$ cat src/rtl/mem_arbiter.sv
// Two-port memory arbiter: serialises read/write requests from two ports onto
// a single data-memory port through an IDLE -> ISSUE -> WAIT -> RESP FSM.
// Writes complete when mem_done_i toggles, or abort after TIMEOUT wait cycles
// (sticky err_o).
// Optional feature: define MEM_ARB_RR_EN for round-robin arbitration between
// simultaneous requests; without it port 0 has fixed priority.
module mem_arbiter #(
    parameter int unsigned TIMEOUT = 8
) (
    input  logic       clk_i,
    input  logic       rst_ni,
    input  logic       req0_i,
    input  logic       req1_i,
    input  logic       we0_i,
    input  logic       we1_i,
    input  logic [3:0] addr0_i,
    input  logic [3:0] addr1_i,
    input  logic [7:0] wdata0_i,
    input  logic [7:0] wdata1_i,
    output logic       ack0_o,
    output logic       ack1_o,
    output logic [7:0] rdata0_o,
    output logic [7:0] rdata1_o,
    output logic [3:0] mem_addr_o,
    output logic       mem_r_o,
    output logic       mem_w_o,
    output logic [7:0] mem_in_o,
    input  logic [7:0] mem_out_i,
    input  logic       mem_done_i,
    output logic       busy_o,
    output logic       err_o
);

    typedef enum logic [1:0] {IDLE, ISSUE, WAIT, RESP} state_e;

    localparam logic [3:0] TIMEOUT_C = 4'(TIMEOUT);

    state_e     state_q;
    logic       gnt_q;      // port currently being served
    logic       we_q;
    logic       done_q;     // mem_done_i level captured at grant
    logic [3:0] cnt_q;      // write wait counter
    logic       ack0_q, ack1_q;
    logic [7:0] rdata0_q, rdata1_q;
    logic [3:0] mem_addr_q;
    logic [7:0] mem_in_q;
    logic       mem_r_q, mem_w_q;
    logic       err_q;
`ifdef MEM_ARB_RR_EN
    logic       last_q;     // port granted most recently
`endif

    logic       sel_d;
    logic       we_d;
    logic [3:0] addr_d;
    logic [7:0] wdata_d;

    // Choose which port to grant and mux its request fields.
    always_comb begin
`ifdef MEM_ARB_RR_EN
        if (req0_i && req1_i) begin
            sel_d = ~last_q;
        end else begin
            sel_d = ~req0_i;
        end
`else
        sel_d = ~req0_i;
`endif
        we_d    = sel_d ? we1_i    : we0_i;
        addr_d  = sel_d ? addr1_i  : addr0_i;
        wdata_d = sel_d ? wdata1_i : wdata0_i;
    end

    // Transaction FSM with registered strobes, acks and read data.
    always_ff @(posedge clk_i or negedge rst_ni) begin
        if (!rst_ni) begin
            state_q    <= IDLE;
            gnt_q      <= 1'b0;
            we_q       <= 1'b0;
            done_q     <= 1'b0;
            cnt_q      <= 4'd0;
            ack0_q     <= 1'b0;
            ack1_q     <= 1'b0;
            rdata0_q   <= 8'h00;
            rdata1_q   <= 8'h00;
            mem_addr_q <= 4'd0;
            mem_in_q   <= 8'h00;
            mem_r_q    <= 1'b0;
            mem_w_q    <= 1'b0;
            err_q      <= 1'b0;
`ifdef MEM_ARB_RR_EN
            last_q     <= 1'b1;
`endif
        end else begin
            case (state_q)
                IDLE: begin
                    if (req0_i || req1_i) begin
                        gnt_q      <= sel_d;
                        we_q       <= we_d;
                        done_q     <= mem_done_i;
                        cnt_q      <= 4'd0;
                        mem_addr_q <= addr_d;
                        mem_in_q   <= wdata_d;
                        mem_r_q    <= ~we_d;
                        mem_w_q    <= we_d;
`ifdef MEM_ARB_RR_EN
                        last_q     <= sel_d;
`endif
                        state_q    <= ISSUE;
                    end
                end
                ISSUE: begin
                    mem_r_q <= 1'b0;
                    mem_w_q <= 1'b0;
                    state_q <= WAIT;
                end
                WAIT: begin
                    if (!we_q) begin
                        if (gnt_q) begin
                            rdata1_q <= mem_out_i;
                        end else begin
                            rdata0_q <= mem_out_i;
                        end
                        ack0_q  <= ~gnt_q;
                        ack1_q  <= gnt_q;
                        state_q <= RESP;
                    end else if (mem_done_i != done_q) begin
                        ack0_q  <= ~gnt_q;
                        ack1_q  <= gnt_q;
                        state_q <= RESP;
                    end else if (cnt_q == TIMEOUT_C) begin
                        err_q   <= 1'b1;
                        ack0_q  <= ~gnt_q;
                        ack1_q  <= gnt_q;
                        state_q <= RESP;
                    end else begin
                        cnt_q <= cnt_q + 4'd1;
                    end
                end
                RESP: begin
                    ack0_q  <= 1'b0;
                    ack1_q  <= 1'b0;
                    state_q <= IDLE;
                end
                default: state_q <= IDLE;
            endcase
        end
    end

    assign ack0_o     = ack0_q;
    assign ack1_o     = ack1_q;
    assign rdata0_o   = rdata0_q;
    assign rdata1_o   = rdata1_q;
    assign mem_addr_o = mem_addr_q;
    assign mem_in_o   = mem_in_q;
    assign mem_r_o    = mem_r_q;
    assign mem_w_o    = mem_w_q;
    assign err_o      = err_q;
    assign busy_o     = (state_q != IDLE);

endmodule

$ cat config.mk
export PLATFORM = sky130hd
export DESIGN_NAME = mem_arbiter
export DESIGN_NICKNAME = d
export VERILOG_FILES = /design/src/rtl/mem_arbiter.sv
export SDC_FILE = /design/constraint.sdc
export NUM_CORES = 1
export LEC_CHECK = 0
export BUFFER_PORTS_ARGS = -buffer_cell sky130_fd_sc_hd__buf_4
export CORE_ASPECT_RATIO = 1.1
export CORE_MARGIN = 5
export CORE_UTILIZATION = 49
export CTS_CLUSTER_SIZE = 16
export DETAILED_ROUTE_END_ITERATION = 6
export PLACE_DENSITY = 0.88
export SKIP_CTS_REPAIR_TIMING = 1
export SYNTH_ARGS = -nofsm -noshare
export SYNTH_HDL_FRONTEND = slang
export SYNTH_SLANG_ARGS = --single-unit
export TNS_END_PERCENT = 50
$ cat constraint.sdc
create_clock -name clk_i -period 2.3 [get_ports clk_i]
set_input_delay 0.23 -clock clk_i [delete_from_list [all_inputs] [get_ports clk_i]]
set_output_delay 0.23 -clock clk_i [all_outputs]
set_load 0.01 [all_outputs]
; ---- Yosys cells after proc, flatten, opt, wreduce, memory -nomap -nowiden
; Cells that the tools add are included.
[word_totals]
regBits = 42
latch_bits = 0
ramBits = 0
mem_bits_ro = 0
input_bits = 39
out_inout_bits = 34
word_cells = 69
memories = 0
[op_classes]
n_addsub = 1
multipliers = 0
div_mod_pow = 0
n_lt_le_gt_ge = 0
eq_ne = 10
n_shift = 0
mux = 25
n_bitwise = 5
n_reduce_logical = 14
[ops]
columns = cell, n
row1 = 2-to-1 mux 4 bit, 5
row2 = 2-to-1 mux 1 bit, 9
row3 = 2-to-1 mux 2 bit, 4
row4 = 2-to-1 mux 8 bit, 1
row5 = != test 2 bit (second input constant), 4
row6 = case mux 1 bit (2 select lines), 4
row7 = case mux 2 bit (4 select lines), 1
row8 = case mux 4 bit (2 select lines), 1
row9 = AND reduction 2 bit, 4
row10 = nonzero test 2 bit, 4
row11 = AND reduction 3 bit, 2
row12 = NOT 1 bit, 5
row13 = AND reduction 5 bit, 1
row14 = adder 4 x 1 -> 4 bit (second input constant), 1
row15 = == test 2 bit (second input constant), 2
row16 = == test 4 bit (second input constant), 1
row17 = != test 4 bit (second input constant), 1
row18 = AND reduction 4 bit, 1
row19 = == test 2 x 1 -> 1 bit (second input constant), 1
row20 = logical NOT 2 bit, 1
row21 = logical OR 1 bit, 1
row22 = != test 1 bit, 1

; ---- Depth between registers and ports, before layout
[depth]
word_depth = 5
mapped_depth = 7
depth_no_buf = 6

; ---- Worst setup path before layout
; Ideal clock, no wire load.
[synth_path]
kind = reg-to-reg
from = register state_q[0]
to = register rdata0_q[0], in the netlist rdata0_o[0]
setup_ps = 125
arrival_ps = 1597
required_time_ps = 2175
path_slack_ps = 578
stages_incl_launch_ff = 7
n_path_buf = 1
period_less_slack_ps = 1722
path_cell_list = dfrtp_1 -> inv_1 -> ha_1 -> buf_4 -> inv_2 -> nor3_4 -> mux2_2
[synth_between]
elab_chain_len = 2
[synth_rtl]
columns = element, line
row1 = start: declaration, 38  ; state_e state_q;
row2 = start signal: assignment, 77  ; state_q <= IDLE;
row3 = start signal: assignment, 109  ; state_q <= ISSUE;
row4 = start signal: assignment, 115  ; state_q <= WAIT;
row5 = == test 2 bit, 95  ; case (state_q)
row6 = AND reduction 3 bit (no source line), n/a
row7 = end signal: assignment, 122  ; rdata0_q <= mem_out_i;
row8 = end: declaration, 44  ; logic [7:0] rdata0_q, rdata1_q;
; Every way passes these cells.
; A chain may end at the register's enable or synchronous reset.

; ---- Worst setup path after layout
[layout_path]
from = register state_q[0]
to = register rdata0_q[7], in the netlist rdata0_o[7]
; Same word-level chain as after synthesis.

==> metrics.yaml <==
route:
  ant_nets: 0
  drc_errors: 0
  drt-initial-drc-count: 51
  first_pass_iters: 4
  wl_um: 3940
  vias: 1466
  drt-vias-per-instance: 4.95
  wl_per_cell_um: 13.3
place:
  dp_hpwl_um: 3130
  routabilityCongestion: 0.727
  io_buffers: 72
  placed_area_um2: 2550
job:
  cap_violations: 0
yosys:
  yosys.area.top_type_share: 0.531
  yosys_warnings: 0
  synth-xor-area-share: 0.0133
  synth_compound_area_frac: 0.0867
  synthSimpleGateAreaFrac: 0.0968
  synth_adder_area_share: 0.0506
  ys_ff_latch: 42
  synth_area_per_cell_um2: 11.8
  synth_largest_area_cell: "dfrtp_1"
  synth_mux_area_frac: 0.189
  synth_area_leaders: "dfrtp_1 53%, mux2_2 11%, mux2i_1 8.1%"
  synth_area_um2: 1980
  yosysSeqAreaShare: 0.531
  synth_top_family_by_area: "multiplexers"
  ys_types: 32
  synthCells: 168
  syn-num-nets: 215
sta:
  final_hold_viol_count: 0
  setup_viol: 0
  setup_tns_ns: 0
  holdWs_ns: 0.178
  fin_skew_ns: 0.00807
  slew_headroom: 0.662
  rsz0062_at_grt: "false"
  post-route-min-period_ns: 1.99
  report.final.slew_viol_count: 0
  fin_crit_sh: 0.866
  max_clock_freq_mhz: 502
  worstMarginPinSlew_ns: 0.507
final_layout:
  insertedDiodeCount: 0
  fill_cells: 298
  final_common_cell: "buf_4"
  multi_input_area_um2: 863
  seq_area_um2: 1050
  stdcell_area_um2: 2660
  final_core_util: 0.675
  area_growth_syn_to_layout_pct: 34.3
  final_cell_mix: "73 x buf_4, 42 x dfrtp_1, 22 x nand2_1, 19 x mux2_2, 17 x o21ai_0"
  fin_nets: 290
  drive_above_1_share: 0.430
floorplan:
  die_h_um: 76.6
  start_util: 0.503
  num_io_pins: 73
  dieArea_um2: 5410
  die_x_um: 70.6
  rows: 24
  core_um2: 3930
global_routing:
  grt.total_usage: 0.158
  grt_overflow: 0
  grt_pass1_wl_um: 6890
  grt_pass1_vias: 1552
  grt_max_degree: 43
  antenna_found_initial: 0
cts:
  htreeDepth: 2
  cts-buffers-inserted: 5
  clockBufferDepth: 2
  clkLatencyLatePin_ns: 0.29
  cts_tree: "yes"
  root_buffer: "clkbuf_8"
  clk_pin_slew_ns: 0.09
  clock-sinks: 42
pwr:
  total_power_mw: 3.35
  leakagePower_nw: 1.32
  ir_drop_mv: 0.643
  powerDensity_nw_per_um2: 1260
critical_path:
  crit_required_ns: 2.48
  crit_arrival_ns: 2.17
  criticalPathCategory: "reg2reg"
  path_max_fanout: 11
  worst_setup_path_end_kind: "flip-flop"
  cp-start-kind: "flip-flop"
hold_path:
  min-delay-path-class: "in2reg"
status:
  status: "completed"
kinds of logic after synthesis:
logic type	after synthesis
fa+ha+maj	8
flops	42
mux	35
buf+inv	13
compound gates	27
simple gates	40
xor+xnor	3
sequential cells by signal, summed over array words and instances (netlist names):
signal / cells
err_o: 1
done_q: 1
gnt_q: 1
rdata0_o: 8
mem_w_o: 1
rdata1_o: 8
mem_in_o: 8
ack0_o: 1
state_q: 2
ack1_o: 1
cnt_q: 4
mem_r_o: 1
we_q: 1
mem_addr_o: 4
layout make-up:
class                   count  area share
clock buffers               5      0.0259
clock inverters             3     0.00895
inverters                   7     0.00989
multi-input cells         113       0.325
flip-flops and latches     42       0.396
well taps                  52      0.0245
repair buffers             74       0.210
per-layer routing:
layer | wire length, µm | global-route usage
met1 | 1560 | 0.187
met5 | 0 | 0
met2 | 1960 | 0.261
met3 | 359 | 0.0580
met4 | 53 | 0.0564
synthesized netlist by cell type (all sizes together):
| library cell | count |
|---|---|
| buf | 5 |
| ha | 8 |
| mux2i | 16 |
| and3 | 1 |
| nand3b | 2 |
| mux2 | 19 |
| a21oi | 2 |
| nor2 | 5 |
| inv | 7 |
| a31oi | 1 |
| o22ai | 1 |
| dfrtp | 42 |
| o21bai | 1 |
| xor2 | 2 |
| nor3 | 4 |
| a221oi | 1 |
| o21ai | 19 |
| a22oi | 1 |
| nand3 | 3 |
| nor3b | 1 |
| nand2b | 1 |
| nand2 | 22 |
| clkbuf | 1 |
| xnor2 | 1 |
| a22o | 1 |
| nand4 | 1 |
critical path, cell delays in order (launching register included):
cell and delay (ns):
dfrtp_1 0.41, inv_1 0.15, ha_1 0.41, inv_2 0.13
nor3_4 0.40, mux2_2 0.39
power by group:
| part | switching [mW] | leakage [nW] | internal (mW) | total (mW) |
|---|---|---|---|---|
| clock | 0.255 | 0.0408 | 0.217 | 0.472 |
| sequential | 0.227 | 0.516 | 1.08 | 1.31 |
| combinational | 0.742 | 0.761 | 0.820 | 1.56 |
| total | 1.22 | 1.32 | 2.12 | 3.35 |
worst paths after layout:
check	startpoint	end	slack, ns	cells past startpoint
worst max-delay path	state_q[0]$_DFFE_PN0P_	rdata0_o[7]$_DFFE_PN0P_	0.31	5
worst min-delay path	mem_out_i[2]	rdata0_o[2]$_DFFE_PN0P_	0.18	2
worst max register to register	state_q[0]$_DFFE_PN0P_	rdata0_o[7]$_DFFE_PN0P_	0.31	5
worst min register to register	mem_in_o[7]$_DFFE_PN0P_	mem_in_o[7]$_DFFE_PN0P_	0.48	2
max in group asynchronous	rst_ni	ack1_o$_DFFE_PN0P_	1.50	2
min in group asynchronous	rst_ni	mem_r_o$_DFFE_PN0P_	0.45	2
metrics by stage:
step,setup slack (ns),std cells
after CTS,0.296,295
final,0.307,296
after global routing,0.191,296
after floorplan,0.578,168
after global placement,0.393,287
after detailed placement,0.297,287
Power figures use the tool's default switching activity.
